### src/rtl/sram_arb_pkg.sv
// rtl/sram_arb_pkg.sv - shared defaults, id-width helper and id type for the two-port SRAM arbiter
package sram_arb_pkg;

    localparam int DEF_N_REQ  = 4;
    localparam int DEF_ADDR_W = 4;
    localparam int DEF_DATA_W = 4;
    localparam int DEF_CNT_W  = 16;

    function automatic int clog2(input int n);
        int r;
        r = 0;
        for (int i = 0; i < 31; i++) begin
            if ((1 << i) < n) r = i + 1;
        end
        return r;
    endfunction

    typedef logic [clog2(DEF_N_REQ)-1:0] req_id_t;

endpackage

### src/rtl/rr_find_first.sv
// rtl/rr_find_first.sv - first set bit of a request vector, searching upward from start with wrap-around
module rr_find_first
    import sram_arb_pkg::*;
#(
    parameter int N  = DEF_N_REQ,
    parameter int IW = clog2(N)
) (
    input  logic [N-1:0]  vec,
    input  logic [IW-1:0] start,
    output logic          found,
    output logic [IW-1:0] idx
);

    logic [IW-1:0] j;

    // Walk offsets from farthest to nearest so the nearest hit is the one left standing.
    always_comb begin
        found = 1'b0;
        idx   = '0;
        j     = '0;
        for (int k = N - 1; k >= 0; k--) begin
            j = IW'((int'(start) + k) % N);
            if (vec[j]) begin
                found = 1'b1;
                idx   = j;
            end
        end
    end

endmodule

### src/rtl/sram_2p_arbiter.sv
// rtl/sram_2p_arbiter.sv - round-robin sharing of a dual-port SRAM among N_REQ requesters
module sram_2p_arbiter
    import sram_arb_pkg::*;
#(
    parameter int N_REQ  = DEF_N_REQ,
    parameter int ADDR_W = DEF_ADDR_W,
    parameter int DATA_W = DEF_DATA_W,
    parameter int CNT_W  = DEF_CNT_W
) (
    input  logic                      CLK,
    input  logic                      RST,
    input  logic [N_REQ-1:0]          req_valid,
    input  logic [N_REQ-1:0]          req_we,
    input  logic [N_REQ*ADDR_W-1:0]   req_addr,
    input  logic [N_REQ*DATA_W-1:0]   req_wdata,
    output logic [N_REQ-1:0]          req_grant,
    output logic [N_REQ-1:0]          rsp_valid,
    output logic [N_REQ*DATA_W-1:0]   rsp_data,
    output logic [ADDR_W-1:0]         A0,
    output logic [ADDR_W-1:0]         A1,
    output logic [DATA_W-1:0]         D0,
    output logic [DATA_W-1:0]         D1,
    output logic [DATA_W-1:0]         WEM0,
    output logic [DATA_W-1:0]         WEM1,
    output logic                      WE0,
    output logic                      WE1,
    output logic                      CE0,
    output logic                      CE1,
    input  logic [DATA_W-1:0]         Q0,
    input  logic [DATA_W-1:0]         Q1,
    output logic [CNT_W-1:0]          conflict_cnt
);

    localparam int ID_W = clog2(N_REQ);

    logic [N_REQ-1:0][ADDR_W-1:0] addr_a;
    logic [N_REQ-1:0][DATA_W-1:0] wdata_a;
    logic [N_REQ-1:0][DATA_W-1:0] rsp_a;

    logic [ID_W-1:0] rr_ptr, first_idx, second_idx, second_start, last_idx;
    logic [ID_W-1:0] pend_id0, pend_id1;
    logic            first_found, second_found, conflict, grant0, grant1;
    logic            pend_vld0, pend_vld1;
    logic [N_REQ-1:0] second_vec;

    assign addr_a   = req_addr;
    assign wdata_a  = req_wdata;
    assign rsp_data = rsp_a;

    rr_find_first #(.N(N_REQ), .IW(ID_W)) u_first (
        .vec   (req_valid),
        .start (rr_ptr),
        .found (first_found),
        .idx   (first_idx)
    );

    assign second_start = (int'(first_idx) == N_REQ - 1) ? '0 : first_idx + 1'b1;
    assign second_vec   = req_valid & ~(N_REQ'(1) << first_idx);

    rr_find_first #(.N(N_REQ), .IW(ID_W)) u_second (
        .vec   (second_vec),
        .start (second_start),
        .found (second_found),
        .idx   (second_idx)
    );

    // Same address with any write would race inside the macro, so port 1 backs off.
    assign conflict = first_found && second_found
                   && (addr_a[first_idx] == addr_a[second_idx])
                   && (req_we[first_idx] || req_we[second_idx]);

    assign grant0   = !RST && first_found;
    assign grant1   = !RST && second_found && !conflict;
    assign last_idx = grant1 ? second_idx : first_idx;

    always_comb begin
        req_grant = '0;
        if (grant0) req_grant[first_idx]  = 1'b1;
        if (grant1) req_grant[second_idx] = 1'b1;
    end

    always_comb begin
        CE0  = grant0;
        WE0  = grant0 && req_we[first_idx];
        A0   = grant0 ? addr_a[first_idx]  : '0;
        D0   = grant0 ? wdata_a[first_idx] : '0;
        WEM0 = {DATA_W{WE0}};
        CE1  = grant1;
        WE1  = grant1 && req_we[second_idx];
        A1   = grant1 ? addr_a[second_idx]  : '0;
        D1   = grant1 ? wdata_a[second_idx] : '0;
        WEM1 = {DATA_W{WE1}};
    end

    always_ff @(posedge CLK or posedge RST) begin
        if (RST) begin
            rr_ptr       <= '0;
            pend_vld0    <= 1'b0;
            pend_vld1    <= 1'b0;
            pend_id0     <= '0;
            pend_id1     <= '0;
            conflict_cnt <= '0;
        end else begin
            if (grant0) rr_ptr <= (int'(last_idx) == N_REQ - 1) ? '0 : last_idx + 1'b1;
            pend_vld0 <= grant0 && !req_we[first_idx];
            pend_id0  <= first_idx;
            pend_vld1 <= grant1 && !req_we[second_idx];
            pend_id1  <= second_idx;
            if (conflict && (conflict_cnt != {CNT_W{1'b1}}))
                conflict_cnt <= conflict_cnt + 1'b1;
        end
    end

    // Port owners are always distinct, so the two routes never collide.
    always_comb begin
        rsp_valid = '0;
        rsp_a     = '0;
        if (pend_vld0) begin
            rsp_valid[pend_id0] = 1'b1;
            rsp_a[pend_id0]     = Q0;
        end
        if (pend_vld1) begin
            rsp_valid[pend_id1] = 1'b1;
            rsp_a[pend_id1]     = Q1;
        end
    end

endmodule

### config.mk
export PLATFORM = sky130hd
export DESIGN_NAME = sram_2p_arbiter
export DESIGN_NICKNAME = d
export VERILOG_FILES = /design/src/rtl/sram_arb_pkg.sv /design/src/rtl/rr_find_first.sv /design/src/rtl/sram_2p_arbiter.sv
export SDC_FILE = /design/constraint.sdc
export NUM_CORES = 1
export LEC_CHECK = 0
export ABC_AREA = 1
export BUFFER_PORTS_ARGS = -buffer_cell sky130_fd_sc_hd__buf_4
export CAP_MARGIN = 15
export CORE_ASPECT_RATIO = 1.25
export CORE_MARGIN = 10
export CORE_UTILIZATION = 45
export DETAILED_ROUTE_END_ITERATION = 8
export GPL_ROUTABILITY_DRIVEN = 0
export PLACE_DENSITY = 0.84
export SLEW_MARGIN = 25
export SYNTH_ARGS = -nofsm -noshare
export SYNTH_HDL_FRONTEND = slang
export SYNTH_SLANG_ARGS = --single-unit
export TNS_END_PERCENT = 20
### constraint.sdc
create_clock -name CLK -period 8.45 [get_ports CLK]
set_input_delay 1.69 -clock CLK [delete_from_list [all_inputs] [get_ports CLK]]
set_output_delay 1.69 -clock CLK [all_outputs]
set_load 0.02 [all_outputs]
== After elaboration in Yosys (flattened, before gate mapping) ==
Cells that the tools add are included.

* Bits in registers: 24
* Logic and storage cells: 131
* Input port bits: 50

* $add $sub $neg: 9
* Multiplexer cells: 70
* Equal/unequal tests: 4
* Shift-type cells: 1
* Order comparisons: 16
* Bitwise operators: 5
* Reductions and logical operators: 20

{| class="wikitable"
|+ Operator list
! operator !! number
|-
| two-way mux 4 bit || 14
|-
| less-than comparator 2 x 3 -> 1 bit, second input constant || 12
|-
| binary-select mux 4 bit (select 2 bit) || 4
|-
| two-way mux 16 bit || 2
|-
| two-way mux 1 bit || 22
|-
| two-way mux 2 bit || 11
|-
| binary-select mux 1 bit (select 2 bit) || 10
|-
| adder 16 x 1 -> 16 bit, second input constant || 1
|-
| bitwise AND 16 bit || 1
|-
| bitwise mux 16 bit || 1
|-
| demux 4 bit (select 2 bit) || 2
|-
| != test 16 bit, second input constant || 1
|-
| logical AND 1 bit || 15
|-
| adder 2 x 1 -> 2 bit, second input constant || 4
|-
| adder 2 bit, second input constant || 4
|-
| demux 1 bit (select 2 bit) || 4
|-
| >= comparator 2 x 1 -> 1 bit, second input constant || 4
|-
| bitwise OR 4 bit || 2
|-
| bitwise AND 4 bit || 1
|-
| == test 2 x 1 -> 1 bit, second input constant || 2
|-
| == test 4 bit || 1
|-
| zero test 1 bit || 4
|-
| inverter 4 bit || 1
|-
| left shift 1 x 2 -> 4 bit, first input constant || 1
|-
| logical OR 1 bit || 1
|}

== Longest topological paths before layout ==
* Depth after elaboration: 26
* Mapped depth: 37

== By module ==
A second synthesis with hierarchy kept.

* Cell total of the unflattened synthesis: 510
* Area, all modules: 2942.8 um^2

{| class="wikitable"
|+ Modules (own cells, without submodules)
! module !! area an instance (um^2) !! cells an instance !! times used !! sequential area each (um^2)
|-
| sram_2p_arbiter || 2517.4 || 418 || 1 || 600.6
|-
| rr_find_first || 212.7 || 46 || 2 || 0.0
|}

== Worst setup path before layout ==
No wires, ideal clock.

* Path type: input port to output port
* Start: input req_valid[1]
* End: output WEM1[0]
* Stages on the path: 34
* Setup slack: 0.972 ns
* Required time: 6.760 ns
* Arrival: 5.788 ns
* Path through: inv_1 > nand2_1 > nand3_1 > nand2_1 > inv_2 > nor2_1 > nor2_1 > nand2_2 > nand2_2 > buf_6 > buf_4 > buf_2 > buf_1 > ha_1 > inv_1 > nand2_1 > nand2_1 > nand2_1 > nand3_2 > nand2_2 > nand2_4 > nand2_4 > buf_8 > nand2_2 > nand2_1 > nand2_1 > nand3_1 > nand2_1 > nor2_4 > nand3_4 > nand2_2 > buf_2 > a21oi_1 > buf_4

* Cells in the longest elaborated chain, start to end: 23
* Elaborated cells on any way between the ends: 58
* Classes of those cells: add/sub (4); eq/ne (2); shift (1); mux (41); bitwise (2); reduce/logical (8)

{| class="wikitable"
|+ Ends and longest elaborated chain
! item !! line !! source
|-
| start, declared || sram_2p_arbiter.sv:12 || <nowiki>input logic [N_REQ-1:0] req_valid,</nowiki>
|-
| binary-select mux 1 bit (select 2 bit) || rr_find_first.sv:23 || <nowiki>if (vec[j]) begin</nowiki>
|-
| two-way mux 1 bit (implied by the code) || rr_find_first.sv:23 ||
|-
| two-way mux 2 bit (3 in series) || rr_find_first.sv:23 ||
|-
| two-way mux 2 bit (*) || rr_find_first.sv:23 ||
|-
| named net first_idx[0] || sram_2p_arbiter.sv:40 || <nowiki>logic [ID_W-1:0] rr_ptr, first_idx, second_idx, second_start, last_idx;</nowiki>
|-
| adder 2 x 1 -> 2 bit (tied with other cells) || sram_2p_arbiter.sv:57 || <nowiki>assign second_start = (int'(first_idx) == N_REQ - 1) ? '0 : first_idx + 1'b1;</nowiki>
|-
| two-way mux 2 bit / inverter 4 bit (equally long branches) || sram_2p_arbiter.sv:57, sram_2p_arbiter.sv:58 ||
|-
| adder 2 bit / bitwise AND 4 bit (equally long branches) || rr_find_first.sv:22, sram_2p_arbiter.sv:58 ||
|-
| (+6 left out) || - ||
|-
| binary-select mux 4 bit (select 2 bit) || sram_2p_arbiter.sv:69 || <nowiki>&& (addr_a[first_idx] == addr_a[second_idx])</nowiki>
|-
| two-way mux 4 bit (implied by the code) || sram_2p_arbiter.sv:69 ||
|-
| == test 4 bit || sram_2p_arbiter.sv:69 ||
|-
| logical AND 1 bit || sram_2p_arbiter.sv:69 ||
|-
| logical AND 1 bit || sram_2p_arbiter.sv:70 || <nowiki>&& (req_we[first_idx] || req_we[second_idx]);</nowiki>
|-
| zero test 1 bit || sram_2p_arbiter.sv:73 || <nowiki>assign grant1 = !RST && second_found && !conflict;</nowiki>
|-
| logical AND 1 bit || sram_2p_arbiter.sv:73 ||
|-
| logical AND 1 bit (*) || sram_2p_arbiter.sv:89 || <nowiki>WE1 = grant1 && req_we[second_idx];</nowiki>
|-
| end, declared || sram_2p_arbiter.sv:24 || <nowiki>output logic [DATA_W-1:0] WEM1,</nowiki>
|}

The timed path passes the listed nets; every way through them passes the cells marked *. The select of a mux whose other input is x is not followed.

== Worst setup path after layout ==
* Start: input req_valid[3]
* End: output WEM1[0]

* Cells in the longest elaborated chain, start to end: 23
* Elaborated cells on any way between the ends: 58
* Classes of those cells: add/sub (4); eq/ne (2); shift (1); mux (41); bitwise (2); reduce/logical (8)

{| class="wikitable"
|+ Ends and longest elaborated chain
! item !! line
|-
| binary-select mux 1 bit (select 2 bit) || rr_find_first.sv:23
|-
| two-way mux 1 bit (implied by the code) || rr_find_first.sv:23
|-
| two-way mux 2 bit (4 in series) || rr_find_first.sv:23
|-
| adder 2 x 1 -> 2 bit (tied with other cells) || sram_2p_arbiter.sv:57
|-
| two-way mux 2 bit / inverter 4 bit (equally long branches) || sram_2p_arbiter.sv:57, sram_2p_arbiter.sv:58
|-
| adder 2 bit / bitwise AND 4 bit (equally long branches) || rr_find_first.sv:22, sram_2p_arbiter.sv:58
|-
| binary-select mux 1 bit (select 2 bit) || rr_find_first.sv:23
|-
| two-way mux 1 bit (implied by the code) || rr_find_first.sv:23
|-
| two-way mux 2 bit (4 in series) || rr_find_first.sv:23
|-
| binary-select mux 4 bit (select 2 bit) || sram_2p_arbiter.sv:69
|-
| two-way mux 4 bit (implied by the code) || sram_2p_arbiter.sv:69
|-
| == test 4 bit || sram_2p_arbiter.sv:69
|-
| logical AND 1 bit || sram_2p_arbiter.sv:69
|-
| logical AND 1 bit || sram_2p_arbiter.sv:70
|-
| zero test 1 bit || sram_2p_arbiter.sv:73
|-
| logical AND 1 bit || sram_2p_arbiter.sv:73
|-
| logical AND 1 bit (*) || sram_2p_arbiter.sv:89
|}

Mark *: on every way between the ends. The rest lies on a longest branch, timed or not. The select of a mux whose other input is x is not followed.

==> impl_metrics.tcl <==
set metrics [dict create \
    status "complete, no violations" \
    met1_length_mm 4.03 \
    htree_levels 1 \
    yosys.area.top_type "dfrtp_1" \
    maxCapViolCount 0 \
    fin_crit_sh 0.912 \
    antenna_cells 0 \
    yosys_warnings 0 \
    async_reset_ff_frac 1.00 \
    slew_viol_final 0 \
    fin_nets 628 \
    critPathBufInv 5 \
    syn_to_final_growth_pct 30.8 \
    die_h_um 109 \
    cts.repair.resized 0 \
    syn_area_um2 2880 \
    postCtsSetupBuffers 0 \
    cts_tree "built" \
    crit_slowest_cell "ha_1" \
    die_x_um 91.5 \
    syn-num-nets 526 \
    cp.required_ns 6.76 \
    slew_headroom 0.403 \
    critPathKind "in -> out" \
    hpwl_mm 7.89 \
    wl_met2_mm 4.62 \
    routed_wl_mm 9.74 \
    critical_path.max_stage_delay_ns 0.55 \
    clk_pin_slew_ns 0.09 \
    synth-seq-cells 24 \
    final_cell_mix "141 x nand2_1, 118 x buf_4, 56 x inv_1, 45 x nand3_1, 40 x nor2_1" \
    cts_sinks 24 \
    synthesis.instances 471 \
    cts_hold_buffers 0 \
    holdCritPathClass "reg -> reg" \
    route.met3.wl_um 908 \
    numCtsBuffers 3 \
    grt_overflow 0 \
    insertion_delay_ns 0.27 \
    synth_edf_count 0 \
    fmax_mhz 130 \
    synth_area_per_cell_um2 6.11 \
    grt_pass1_vias 3376 \
    wire_per_inst_um 14.8 \
    fin_skew_ns 0.00723 \
    antenna_found_initial 0 \
    dr.max_layer_used "met4" \
    ys_top_cells_by_area "dfrtp_1 21%, nand2_1 18%, nand3_1 7.8%, inv_1 7.4%, nor2_1 5.2%" \
    port_buffers 117 \
    groute.usage.overall 0.183 \
    synth_top_area_frac 0.209 \
    die-area_um2 10000 \
    ioPinCount 118 \
    yosysUniqueCellTypes 39 \
    num_vias 3479 \
    fillCellCount 560 \
    hold_viol 0 \
    setup_violations 0 \
    rsz0062_at_grt "no" \
    final_common_cell "nand2_1" \
    ys_seq_area_frac 0.209 \
    crit_family "simple AND/OR/NAND/NOR gates" \
    core_um2 6210 \
    cp.arrival_ns 6.02 \
    yosys_most_used_dff "dfrtp_1" \
    drtIter0Drc 277 \
    cp_max_fo 21 \
    grt_pass1_wl_mm 15.8 \
    startpoint_type "input port" \
    firstDrtPassIters 5 \
    end_kind "primary output" \
    drive_above_1_share 0.276 \
    tightest_slew_ns 0.890 \
    detail-route-antenna-nets 0 \
    cts_root_buf "clkbuf_8" \
    pre_cts_slack_ns 0.794 \
    drc_errors 0 \
    fin_ws_ns 0.744 \
    fp-row-count 32 \
    start_util 0.464 \
    final.min_clock_period_ns 7.71 \
    vias_per_cell 5.30 \
    cpMostUsedCell "nand2_1" \
    cts_max_path_buffers 2 \
    tns_ns 0 \
    grt_max_degree 28 \
]
-- synth_stat cells (3+ instances only) --
| master | n |
|---|---|
| nand2_1 | 141 |
| inv_1 | 57 |
| nand3_1 | 45 |
| nor2_1 | 40 |
| dfrtp_1 | 24 |
| o22ai_1 | 22 |
| o21ai_0 | 18 |
| nand2_2 | 12 |
| xor2_1 | 11 |
| buf_4 | 10 |
| nor3_1 | 10 |
| a21oi_1 | 9 |
| ha_1 | 5 |
| nor4_1 | 5 |
| a221oi_1 | 4 |
| buf_6 | 4 |
| inv_2 | 4 |
| nand3_2 | 4 |
| nand3b_1 | 4 |
| nand4_1 | 4 |
| o21a_1 | 4 |
| xnor2_1 | 4 |
| buf_2 | 3 |
| mux2i_1 | 3 |
| nand2_4 | 3 |
| nor2_2 | 3 |
| o21ai_2 | 3 |
-- cell families (layout without fill, tap and decap cells) --
logic type      Yosys count  after routing  share of synthesized area
fa+ha+maj                 5              5                     0.0217
xor+xnor                 15             15                     0.0456
flops                    24             24                      0.209
simple gates            275            275                      0.436
buf+inv                  85            186                      0.141
compound gates           64             64                      0.136
mux                       3              3                     0.0104
-- state kept, by name, summed over array words and instances, names as in the netlist --
| signal | cells |
|---|---|
| conflict_cnt | 16 |
| pend_id0 | 2 |
| pend_id1 | 2 |
| pend_vld0 | 1 |
| pend_vld1 | 1 |
| rr_ptr | 2 |
-- final cells by class --
cell class | instances | area, um2 | share of cell area
well taps | 85 | 106 | 0.0282
repair buffers | 118 | 886 | 0.235
flip-flops and latches | 24 | 601 | 0.160
clock buffers | 4 | 55.1 | 0.0146
multi-input cells | 362 | 1870 | 0.497
inverters | 64 | 245 | 0.0651
-- layer usage --
metal / up-vias / GRT usage
met3: 16 / 0.0484
met5: - / 0
met4: 0 / 0.0527
met1: 1568 / 0.215
met2: 168 / 0.320
li1: 1727 / -
-- path summary, 6_finish.rpt --
kind,start,to,slack (ns),cells after the start
worst min-delay path,conflict_cnt[14],conflict_cnt[14],0.52,1
worst max register to register,rr_ptr[0],conflict_cnt[13],3.62,29
max in group asynchronous,RST,conflict_cnt[13],6.52,2
worst min register to register,conflict_cnt[14],conflict_cnt[14],0.52,1
worst max-delay path,req_valid[3],WEM1[0],0.74,28
min in group asynchronous,RST,conflict_cnt[1],1.52,2
-- per-stage QoR --
step	cell area [um2]	utilization	hold WS, ns	std cells
after floorplan	2880	-	0.549	471
after global placement	3710	0.598	0.494	653
after detailed placement	3710	0.598	0.502	653
after CTS	3760	0.607	0.517	657
after global routing	3760	0.607	0.559	657
final	3760	0.607	0.515	657
Power is not shown: default switching activity piles up to over one toggle a cycle in this logic, so the estimate is an artifact.
